### config.mk
export PLATFORM = sky130hd
export DESIGN_NAME = udp_cmd_ctrl
export DESIGN_NICKNAME = d
export VERILOG_FILES = /design/src/rtl/udp_cmd_pkg.sv /design/src/rtl/udp_cmd_sccb_seq.sv /design/src/rtl/udp_cmd_ctrl.sv
export SDC_FILE = /design/constraint.sdc
export NUM_CORES = 1
export LEC_CHECK = 0
export ABC_AREA = 1
export CAP_MARGIN = 20
export CORE_MARGIN = 1
export CORE_UTILIZATION = 37
export CTS_BUF_LIST = sky130_fd_sc_hd__clkbuf_16
export CTS_CLUSTER_DIAMETER = 60
export DETAILED_ROUTE_END_ITERATION = 10
export GPL_ROUTABILITY_DRIVEN = 1
export GPL_TIMING_DRIVEN = 0
export PLACE_DENSITY = 0.58
export SYNTH_ARGS = -nofsm -noshare
export SYNTH_HDL_FRONTEND = slang
export SYNTH_SLANG_ARGS = --single-unit
### constraint.sdc
create_clock -name clk -period 10.3 [get_ports clk]
set_input_delay 2.06 -clock clk [delete_from_list [all_inputs] [get_ports clk]]
set_output_delay 2.06 -clock clk [all_outputs]
set_load 0.1 [all_outputs]
### src/rtl/udp_cmd_pkg.sv
// Shared definitions for the UDP host-command controller: defaults, opcodes,
// status codes, FSM encoding and the packet validation rule.
package udp_cmd_pkg;

  localparam logic [31:0] CMD_MAGIC_DEF    = 32'h4F56_3536;
  localparam logic [23:0] SCCB_TIMEOUT_DEF = 24'd1_000_000;

  localparam logic [7:0] OP_CAM_ON    = 8'h01;
  localparam logic [7:0] OP_CAM_OFF   = 8'h02;
  localparam logic [7:0] OP_FRAME_DIV = 8'h03;
  localparam logic [7:0] OP_SCCB_WR   = 8'h04;

  localparam logic [7:0] ST_OK        = 8'h00;
  localparam logic [7:0] ST_BAD_LEN   = 8'h01;
  localparam logic [7:0] ST_BAD_MAGIC = 8'h02;
  localparam logic [7:0] ST_BAD_OP    = 8'h03;
  localparam logic [7:0] ST_BAD_MASK  = 8'h04;
  localparam logic [7:0] ST_SCCB_TMO  = 8'h05;

  typedef enum logic [2:0] {
    S_IDLE  = 3'd0,
    S_CHECK = 3'd1,
    S_EXEC  = 3'd2,
    S_SCCB  = 3'd3,
    S_RESP  = 3'd4
  } state_t;

  // Status for a collected packet; earlier checks take priority over later ones.
  function automatic logic [7:0] check_code(input logic        len_ok,
                                            input logic [1:0]  words,
                                            input logic        oversize,
                                            input logic [31:0] w0,
                                            input logic [31:0] w1,
                                            input logic [31:0] magic);
    if (!len_ok || words != 2'd3 || oversize) return ST_BAD_LEN;
    if (w0 != magic) return ST_BAD_MAGIC;
    if (w1[31:24] < OP_CAM_ON || w1[31:24] > OP_SCCB_WR) return ST_BAD_OP;
    if (w1[23:18] != 6'd0 || w1[23:16] == 8'd0) return ST_BAD_MASK;
    return ST_OK;
  endfunction

endpackage

### src/rtl/udp_cmd_sccb_seq.sv
// Walks the camera mask issuing one SCCB write per selected camera, with a
// per-write acknowledge timeout.
module udp_cmd_sccb_seq
  import udp_cmd_pkg::*;
#(
  parameter logic [23:0] TIMEOUT = SCCB_TIMEOUT_DEF
) (
  input  logic        clk,
  input  logic        rst,
  input  logic        start,
  input  logic [1:0]  mask,
  input  logic [15:0] wr_addr,
  input  logic [7:0]  wr_data,
  input  logic        ack,
  output logic        req,
  output logic        cam,
  output logic [15:0] addr,
  output logic [7:0]  data,
  output logic        done,
  output logic        timeout
);

  logic [23:0] cnt;
  logic        second;
  logic        gap;

  assign done    = req & ack & ~second;
  assign timeout = req & ~ack & (cnt == TIMEOUT - 24'd1);

  always_ff @(posedge clk or posedge rst) begin
    if (rst) begin
      req    <= 1'b0;
      cam    <= 1'b0;
      addr   <= 16'd0;
      data   <= 8'd0;
      cnt    <= 24'd0;
      second <= 1'b0;
      gap    <= 1'b0;
    end else if (start) begin
      req    <= 1'b1;
      cam    <= ~mask[0];
      second <= mask[0] & mask[1];
      addr   <= wr_addr;
      data   <= wr_data;
      cnt    <= 24'd0;
      gap    <= 1'b0;
    end else if (gap) begin
      // one low cycle between the camera 0 and camera 1 requests
      gap <= 1'b0;
      req <= 1'b1;
      cnt <= 24'd0;
    end else if (req) begin
      if (ack) begin
        req <= 1'b0;
        if (second) begin
          second <= 1'b0;
          cam    <= 1'b1;
          gap    <= 1'b1;
        end
      end else if (cnt == TIMEOUT - 24'd1) begin
        req    <= 1'b0;
        second <= 1'b0;
      end else begin
        cnt <= cnt + 24'd1;
      end
    end
  end

endmodule

### src/rtl/udp_cmd_ctrl.sv
// Collects a UDP payload, validates it as a 12-byte command, executes it and
// returns exactly one status response per accepted packet.
module udp_cmd_ctrl
  import udp_cmd_pkg::*;
#(
  parameter logic [31:0] CMD_MAGIC    = CMD_MAGIC_DEF,
  parameter logic [23:0] SCCB_TIMEOUT = SCCB_TIMEOUT_DEF
) (
  input  logic        clk,
  input  logic        rst,
  input  logic        rec_en,
  input  logic [31:0] rec_data,
  input  logic        rec_pkt_done,
  input  logic [15:0] rec_byte_num,
  output logic [1:0]  cam_en,
  output logic [3:0]  frame_div0,
  output logic [3:0]  frame_div1,
  output logic        sccb_req,
  output logic        sccb_cam,
  output logic [15:0] sccb_addr,
  output logic [7:0]  sccb_data,
  input  logic        sccb_ack,
  output logic        resp_valid,
  input  logic        resp_ready,
  output logic [7:0]  resp_code,
  output logic [15:0] resp_seq,
  output logic [15:0] drop_cnt,
  output logic [2:0]  fsm_state
);

  // Response handshake: resp_valid rises with resp_code/resp_seq stable and
  // holds them until a cycle with resp_ready=1; that cycle is the transfer.
  state_t      state;
  logic [31:0] slot [3];
  logic [1:0]  word_cnt;
  logic        oversize;
  logic        len_ok;
  logic [7:0]  chk_code;
  logic [7:0]  opcode;
  logic [1:0]  mask;
  logic [31:0] arg;
  logic        seq_start;
  logic        seq_done;
  logic        seq_timeout;

  assign opcode    = slot[1][31:24];
  assign mask      = slot[1][17:16];
  assign arg       = slot[2];
  assign chk_code  = check_code(len_ok, word_cnt, oversize, slot[0], slot[1], CMD_MAGIC);
  // SCCB writes skip EXEC so the request rises two cycles after the packet end.
  assign seq_start = (state == S_CHECK) && (chk_code == ST_OK) && (opcode == OP_SCCB_WR);
  assign fsm_state = state;

  udp_cmd_sccb_seq #(.TIMEOUT(SCCB_TIMEOUT)) u_sccb_seq (
    .clk     (clk),
    .rst     (rst),
    .start   (seq_start),
    .mask    (mask),
    .wr_addr (arg[31:16]),
    .wr_data (arg[7:0]),
    .ack     (sccb_ack),
    .req     (sccb_req),
    .cam     (sccb_cam),
    .addr    (sccb_addr),
    .data    (sccb_data),
    .done    (seq_done),
    .timeout (seq_timeout)
  );

  always_ff @(posedge clk or posedge rst) begin
    if (rst) begin
      state      <= S_IDLE;
      slot[0]    <= 32'd0;
      slot[1]    <= 32'd0;
      slot[2]    <= 32'd0;
      word_cnt   <= 2'd0;
      oversize   <= 1'b0;
      len_ok     <= 1'b0;
      cam_en     <= 2'd0;
      frame_div0 <= 4'd0;
      frame_div1 <= 4'd0;
      resp_valid <= 1'b0;
      resp_code  <= 8'd0;
      resp_seq   <= 16'd0;
      drop_cnt   <= 16'd0;
    end else begin
      if (rec_pkt_done && state != S_IDLE && drop_cnt != 16'hFFFF)
        drop_cnt <= drop_cnt + 16'd1;

      case (state)
        S_IDLE: begin
          if (rec_en) begin
            if (word_cnt == 2'd3) begin
              oversize <= 1'b1;
            end else begin
              slot[word_cnt] <= rec_data;
              word_cnt       <= word_cnt + 2'd1;
            end
          end
          if (rec_pkt_done) begin
            len_ok <= (rec_byte_num == 16'd12);
            state  <= S_CHECK;
          end
        end
        S_CHECK: begin
          resp_seq <= slot[1][15:0];
          if (chk_code != ST_OK) begin
            resp_code  <= chk_code;
            resp_valid <= 1'b1;
            state      <= S_RESP;
          end else if (opcode == OP_SCCB_WR) begin
            state <= S_SCCB;
          end else begin
            state <= S_EXEC;
          end
        end
        S_EXEC: begin
          case (opcode)
            OP_CAM_ON:  cam_en <= cam_en | mask;
            OP_CAM_OFF: cam_en <= cam_en & ~mask;
            OP_FRAME_DIV: begin
              if (mask[0]) frame_div0 <= arg[3:0];
              if (mask[1]) frame_div1 <= arg[3:0];
            end
            default: ;
          endcase
          resp_code  <= ST_OK;
          resp_valid <= 1'b1;
          state      <= S_RESP;
        end
        S_SCCB: begin
          if (seq_done) begin
            resp_code  <= ST_OK;
            resp_valid <= 1'b1;
            state      <= S_RESP;
          end else if (seq_timeout) begin
            resp_code  <= ST_SCCB_TMO;
            resp_valid <= 1'b1;
            state      <= S_RESP;
          end
        end
        S_RESP: begin
          if (resp_ready) begin
            resp_valid <= 1'b0;
            word_cnt   <= 2'd0;
            oversize   <= 1'b0;
            state      <= S_IDLE;
          end
        end
        default: state <= S_IDLE;
      endcase
    end
  end

endmodule

==> impl_metrics.ini, run 1 <==
[timing]
rsz0062_at_grt = no
min_period_ns = 4.14
setup_viol = 0
drv_slew = 0
fin_skew_ns = 0.0182
fmax_mhz = 241
min_period_over_period_pct = 40.2
setup_tns_ns = 0
slew_headroom_pct = 32.6
tightest_slew_ns = 1.01
fin_hold_ws_ns = 0.475
hold_viol = 0

[min_path]
hp-class = flip-flop to flip-flop

[route]
drc = 0
final_antenna_net_count = 0
wirelength_um = 21000
drt_pass1_iterations = 4
vias = 6980
wire_per_inst_um = 13.9
vias_per_cell = 4.60
drt_iter0_drc = 414

[synth]
yosysUniqueCellTypes = 34
ys.flop_type = dfrtp_1
async_flop_share_pct = 100
synth_edf_count = 0
ys_warn_count = 0
ys_seq_elements = 193
avgSynthCellArea_um2 = 8.33
syn_area_um2 = 8650
syn_inst = 1038
yosysSeqAreaShare_pct = 55.9

[floorplanning]
initial_utilization_pct = 38.0
die_x_um = 155
die_height_um = 155
dieArea_um2 = 24000
core_um2 = 22800
ioPinCount = 134
rows = 55

[cts]
clock_latency_ns = 0.44
clkTransAtPathRegs_ns = 0.08
cts_resized = 0
numCtsBuffers = 17
hold_buffers = 0
cts.path.max_buffers = 2
htreeDepth = 4
post_cts_buffers = 0
cts_tree = yes
cts_root_buf = clkbuf_16
cts.sinks = 193

[finish]
syn2layout_area_growth_pct = 27.3
fin_util_pct = 48.3
fillers = 2239
design_area_um2 = 11000
n_antenna_cell = 0
fin_nets = 1250
drive_gt1_share_pct = 6.90

[critical_path]
cp_cell_sequence = clkdlybuf4s50_1
path_buf_inv = 1
worst-setup-path-type = flip-flop to primary output
worstPathArrival_ns = 2.08
path_delay_family = buffers and inverters
cp_max_fo = 4
required_ns = 8.24
crit_path_end_kind = primary output
start_kind = flip-flop
cpPeakStageDelay_ns = 1.20
slowest_stage = clkdlybuf4s50_1

[power_and_ir_drop]
leakagePower_nw = 5.36
ir_drop_mv = 0.161
powerDensity_nw_per_um2 = 246
finalPower_w = 0.00271

[grt]
antenna_found_initial = 0
grt_pass1_vias = 6928
grt_pass1_wl_um = 35300
track_usage_pct = 18.7
grt_max_degree = 127
overflow = 0

[placement]
gp_congestion = 0.831
port_buffers = 128
placed_area_um2 = 10400
place_hpwl_um = 15000

[job]
drv_cap = 0

[run_status]
outcome = completed
## layout make-up
cell class	count	area (um^2)	area share, %
Buffer	33	186	1.69
Clock inverter	15	211	1.92
Inverter	115	439	3.99
Multi-Input combinational cell	701	3210	29.2
Clock buffer	17	425	3.86
Tap cell	313	392	3.56
Timing Repair Buffer	129	1310	11.9
Sequential cell	193	4830	43.9
## layer usage
| metal | part of all wire [%] | GRT usage (%) | up-vias |
|---|---|---|---|
| met3 | 3.7 | 3.82 | 14 |
| met5 | 0 | 0 | - |
| met1 | 50 | 26.6 | 3309 |
| met4 | 1.1 | 4.48 | 0 |
| met2 | 45 | 29.2 | 126 |
| li1 | - | - | 3531 |
## metrics by stage
| stage | worst slack [ns] | cells |
|---|---|---|
| detailed placement | 6.61 | 1484 |
| floorplan | 2.98 | 1042 |
| finish | 6.16 | 1516 |
| global placement | 0.181 | 1483 |
| global route | 6.10 | 1516 |
| CTS | 6.15 | 1516 |
## path summary, 6_finish.rpt
path	startpoint	end	slack, ns	cells past startpoint
max in group asynchronous	rst	slot[95]	7.24	3
worst min register to register	resp_seq[14]	resp_seq[14]	0.47	2
worst min-delay path	resp_seq[14]	resp_seq[14]	0.47	2
worst max-delay path	fsm_state[1]	fsm_state[1]	6.16	1
min in group asynchronous	rst	drop_cnt[13]	2.08	2
worst max register to register	fsm_state[1]	slot[89]	8.33	9
## synth_stat cells, drive strengths merged (6+ instances only)
cell	instances	area, um^2
nand2	354	1340
dfrtp	193	4830
inv	115	432
nor2	114	478
o21ai	111	556
nand3	34	175
buf	19	134
xor2	17	149
nand4	15	109
clkbuf	14	52.6
nor3	10	55.1
xnor2	10	87.6
ha	6	75.1
nand3b	6	45.0
## layout by cell type, fill, tap and decap left out, types with 9 or more instances in the layout
cell and count:
inv_1 107, clkbuf_16 17, clkbuf_1 14, nor2_1 102
nor3_1 9, xnor2_1 10, nand2_1 348, clkdlybuf4s50_1 128
nand3_1 33, o21ai_0 103, nand4_1 14, xor2_1 17
dfrtp_1 193
## logic make-up after synthesis
family	Yosys count	share of synthesized area [%]
and+or+nand+nor	542	26.2
DFF	193	55.9
buffers and inverters	148	7.15
AOI/OAI and AO/OA	121	7.16
xor gates and xnor gates	27	2.73
adders and majority gates	6	0.868
other	1	0.0434
## power by group
part           leakage [nW]  switching [W]  internal, W  total, W
logic                  2.55       0.000649     0.000249  0.000898
registers              2.51       0.000140     0.000969   0.00111
clock network         0.303       0.000329     0.000375  0.000704
total                  5.36        0.00112      0.00159   0.00271
## flip-flops by register name, indices dropped and copies added, names as in the netlist, 2 cells and up, named ones only
| register | flops |
|---|---|
| resp_code | 3 |
| word_cnt | 2 |
| u_sccb_seq.cnt | 24 |
| u_sccb_seq.addr | 16 |
| fsm_state | 3 |
| slot | 54 |
| frame_div1 | 4 |
| arg | 24 |
| resp_seq | 16 |
| frame_div0 | 4 |
| mask | 2 |
| opcode | 8 |
| drop_cnt | 16 |
| u_sccb_seq.data | 8 |
## worst reg2reg max path: stages, from the launching register on
cell and delay, ns:
dfrtp_1 0.45, nor2_1 0.16, nand2_1 0.15, nor2_1 0.12, inv_1 0.08, nor2_4 0.15
nand2_2 0.19, clkbuf_1 0.30, nand2_1 0.13, o21ai_0 0.10
(Power assumes the default switching activity.)
==> run 2: changes to the inputs <==
==> constraint.sdc (replaced) <==
create_clock -name clk -period 4 [get_ports clk]
set_input_delay 0.8 -clock clk [delete_from_list [all_inputs] [get_ports clk]]
set_output_delay 0.8 -clock clk [all_outputs]
set_load 0.1 [all_outputs]
==> run 2 against run 1 <==
  * Cell area grew 0.39%
  * Hold slack lost 0.00060 ns
  * Register-to-register slack got worse by 6.3 ns
  * Critical path depth unchanged
  * First-iteration DRC count fell by 6.0%
  * Sequential cell count unchanged
  * Clock-buffer cell count is the same
  * Global-route usage is essentially flat
  * Clock skew down 0.0013 ns
  * Combinational power increased to 2.6 times the previous value
==> impl_metrics.ini, run 2 (synthesized netlist as in run 1, its figures left out) <==
[finish]
final_common_cell = nand2_1
drive_gt1_share_pct = 7.21
regMostFlops = slot
largest_reg_flops = 54
seq_area_um2 = 4830
final_cell_mix = nand2_1 (348), dfrtp_1 (193), clkdlybuf4s50_1 (128), inv_1 (107), o21ai_0 (103)
fin_util_pct = 48.5
fillers = 2245
multi_input_area_um2 = 3210
fin_nets = 1254
design_area_um2 = 11000
syn2layout_area_growth_pct = 27.8
n_antenna_cell = 0

[timing]
fin_skew_ns = 0.0169
rsz0062_at_grt = no
drv_slew = 0
setup_viol = 0
hold_viol = 0
slew_headroom_pct = 31.2
setup_ws_ns = 1.11
tightest_slew_ns = 1.03
min_period_ns = 2.89
fmax_mhz = 346
min_period_over_period_pct = 72.3

[floorplanning]
die_x_um = 155
dieArea_um2 = 24000
rows = 55
ioPinCount = 134
core_um2 = 22800
die_height_um = 155
initial_utilization_pct = 38.0

[critical_path]
start_kind = flip-flop
worst-setup-path-type = flip-flop to primary output
slowest_stage = clkdlybuf4s50_1
crit_path_end_kind = primary output
startpoint = fsm_state[1]
path_delay_family = buffers and inverters
cpPeakStageDelay_ns = 1.21
cp_cell_sequence = clkdlybuf4s50_1
path_buf_inv = 1
worstPathArrival_ns = 2.09
required_ns = 3.20
cp_max_fo = 4
rr_startpoint = fsm_state[1]

[grt]
grt_use_met3_pct = 3.15
antenna_found_initial = 0
grt_max_degree = 41
gr-usage-met2_pct = 30.1
grt_use_met1_pct = 26.1
grt_pass1_vias = 6984
busiest_layer = met2
overflow = 0
grt_pass1_wl_um = 35200
track_usage_pct = 18.6

[placement]
port_buffers = 128
gp_congestion = 0.802
placed_area_um2 = 10400
place_ws_ns = 1.57
place_hpwl_um = 15600

[route]
final_antenna_net_count = 0
drt_pass1_iterations = 5
drc = 0
wire_per_inst_um = 13.8
drt_iter0_drc = 389
vias = 7012
wirelength_um = 21000
vias_per_cell = 4.61

[min_path]
hp-class = flip-flop to flip-flop
hp-start = resp_seq[14]

[power_and_ir_drop]
finalPower_w = 0.00691
powerDensity_nw_per_um2 = 625
ir_drop_mv = 0.566
leakagePower_nw = 5.38

[cts]
clock_latency_ns = 0.44
cts_tree = yes
cts_resized = 0
cts.path.max_buffers = 2
hold_buffers = 0
clkTransAtPathRegs_ns = 0.08
post_cts_buffers = 0
cts_root_buf = clkbuf_16
numCtsBuffers = 17
cts.sinks = 193
htreeDepth = 4

[job]
drv_cap = 0

[run_status]
outcome = completed
-- run 2: tightest hold or removal path: stages (launching register included) --
cell	delay [ns]
dfrtp_1	0.34
nand2_1	0.06
nand2_1	0.05
-- run 2: area by class of cell --
type,instances,share of cell area [%]
Clock buffer,17,3.85
Buffer,33,1.69
Inverter,115,3.94
Tap cell,313,3.54
Timing Repair Buffer,133,12.5
Sequential cell,193,43.7
Multi-Input combinational cell,701,29.1
Clock inverter,15,1.68
-- run 2: through the flow --
step | setup TNS [ns] | instances | hold slack, ns
after global placement | -182.75 | 1483 | 0.451
final | 0 | 1520 | 0.474
after global routing | 0 | 1520 | 0.502
after detailed placement | 0 | 1488 | 0.456
after CTS | 0 | 1520 | 0.481
after floorplan | 0 | 1042 | 0.442
-- run 2: layer usage --
layer	routed length, um	vias up	share of wire (%)
met5	0	-	0
met4	208	0	0.99
met3	779	18	3.7
met2	9680	138	46
met1	10400	3320	49
li1	-	3536	-
-- run 2: final timing paths --
path	to	slack, ns	depth (start not counted)
max reg2reg	slot[40]	2.05	9
max in group asynchronous	slot[37]	2.35	4
min in group asynchronous	slot[88]	0.78	2
max	fsm_state[1]	1.11	1
min reg2reg	resp_seq[14]	0.47	2
min	resp_seq[14]	0.47	2
-- run 2: power by group --
part	switching (W)	internal, W
combinational	0.00167	0.000647
sequential	0.000364	0.00250
clock	0.000873	0.000853
total	0.00291	0.00400
==> RTL edit, RTL diff (flow settings as in run 2) <==
One comparison of `cnt` changes from == to >=.
--- a/src/rtl/udp_cmd_sccb_seq.sv
+++ b/src/rtl/udp_cmd_sccb_seq.sv
@@ -25,7 +25,7 @@
   logic        gap;
 
   assign done    = req & ack & ~second;
-  assign timeout = req & ~ack & (cnt == TIMEOUT - 24'd1);
+  assign timeout = req & ~ack & (cnt >= TIMEOUT - 24'd1);
 
   always_ff @(posedge clk or posedge rst) begin
     if (rst) begin
Formal check against the unedited RTL: same outputs for any inputs over 4 cycles, from zero or initial values and one cycle with rst high; that may be too few to reach the edited logic, so the function may still have changed.
==> RTL edit against run 2 <==
Die area grew 0.77%. Count of clock-buffer cells in the layout is the same. Wire length shrank 0.78%. Cell area grew 0.45%. Sequential cell count is the same. Setup slack gained 30 ps. Synthesized area grew 0.78%. Register-to-register slack lost 40 ps. Largest cell class unchanged. Total power grew 0.57%.
==> RTL edit: results (changes against run 2) <==
Most frequent cells after synthesis: 329 x nand2_1, 193 x dfrtp_1, 122 x inv_1, 118 x nor2_1, 107 x o21ai_0 (was 348 x nand2_1, 193 x dfrtp_1, 108 x inv_1, 103 x o21ai_0, 102 x nor2_1)
XOR/XNOR share of the synthesized area: 2.915% (was 2.735%)
First-pass GRT wire length: 34.57 mm (was 35.22 mm)
Slowest stage delay, CP: 1170 ps (was 1210 ps)
GP Congestion: 0.8418 (was 0.8022)
M2 GR Usage: 28.83% (was 30.07%)
Largest net degree at the start of global routing: 42 (was 41)
Routed vias/inst: 4.537 (was 4.613)
Number of buffers created by CTS: 17 (unchanged)
Post-Place Cells: 1504 (was 1488)
Critical R2R Launch: fsm_state[0] (was fsm_state[1])
Final-layout fill cell count: 2250 (was 2245)
Syn Inst Count: 1054 (was 1038)
Clock skew: 10.81 ps (was 16.91 ps)
Arr. time, crit path: 2060 ps (was 2090 ps)
Min-delay src: slot[44] (was resp_seq[14])
Leak: 5.461 nW (was 5.383 nW)
Vias in the first global route: 6766 (was 6984)
Mux share of post-synthesis cell area: 0.1292% (was 0%)
Layout Nets: 1270 (was 1254)
Crit-path max FO: 5 (was 4)
Vias: 6965 (was 7012)
Place WS: 1537 ps (was 1572 ps)
Wire length on met2: 9.528 mm (was 9.684 mm)
Layout cells sized above 1: 6.301% (was 7.208%)
Final hold slack: 471.7 ps (was 474.0 ps)
Met1 layer wirelength in the final routing: 10.40 mm (was 10.35 mm)
Normalized max-slew margin: 32.75% (was 31.23%)
FF-to-FF setup slack: 2010 ps (was 2050 ps)
Met1 Usage GRT: 25.76% (was 26.11%)
Status: finished, final reports clean (unchanged)
Post-Synth Adder-Cell Area: 0.8615% (was 0.8682%)
Hold Path Sink: resp_seq[12] (was resp_seq[14])
Synth Area in Compound Gates: 7.423% (was 7.162%)
Gr usage total: 18.27% (was 18.64%)
Maximum vdd drop: 696.5 uV (was 565.9 uV)
Dpl hpwl: 15.66 mm (was 15.60 mm)
Worst skew pair latency: 430 ps
Post-synthesis sequential area ratio: 55.42% (was 55.85%)
WL met3: 821 um (was 779 um)
Synth area leaders: dfrtp_1 55%, nand2_1 14%, o21ai_0 6.1% (was dfrtp_1 56%, nand2_1 15%, o21ai_0 6.0%)
R2R cell count: 8 (was 9)
WL final: 20.86 mm (was 21.03 mm)
Final setup fails: 0 (unchanged)
Initial DRC count: 305 (was 389)
DRC: 0 (unchanged)
Switch share: 40.35% (was 42.13%)
==> RTL edit: per-stage QoR <==
step | power, mW | area [um2]
6_report | 6.944 | 11100
5_1_grt | 7.397 | 11100
4_1_cts | 7.019 | 11100
3_5_place_dp | 5.256 | 10510
3_3_place_gp | 5.209 | 10410
2_1_floorplan | 4.601 | 8733
==> RTL edit: how the worst max path moves through the flow <==
stage                 start                         end  slack [ps]  depth (start not counted)
3_3_place_gp            rst          u_sccb_seq.cnt[13]        -950                          2
5_1_grt         drop_cnt[5]                 drop_cnt[5]        1050                          1
6_report        drop_cnt[9]                 drop_cnt[9]        1140                          1
3_5_place_dp   rec_pkt_done                drop_cnt[15]        1540                          7
2_1_floorplan           rst  asynchronous set/reset pin         710                          1
4_1_cts        fsm_state[2]                fsm_state[2]        1110                          1
==> RTL edit: power groups by stage <==
stage                     Clock (mW)  Sequential (mW)  Combinational (mW)
after floorplan                    0             3.61               0.993
after global placement             0             2.92                2.29
after detailed placement           0             2.92                2.33
after CTS                       1.78             2.90                2.34
after global routing            1.85             2.98                2.57
final                           1.74             2.90                2.31
==> RTL edit: cell families after synthesis <==
logic type | after synthesis
other | 1
flip-flops | 193
XOR/XNOR | 29
AND/OR/NAND/NOR | 537
buffers and inverters | 162
AO/OA/AOI/OAI | 125
adder cells (fa/ha/maj) | 6
multiplexers | 1
==> RTL edit: cell type report <==
cell class / instances / area share, %
flip-flops and latches: 193 / 43.51
multi-input cells: 703 / 28.97
repair buffers: 133 / 12.44
inverters: 128 / 4.363
clock buffers: 17 / 3.833
well taps: 313 / 3.528
plain buffers: 34 / 1.837
clock inverters: 14 / 1.511
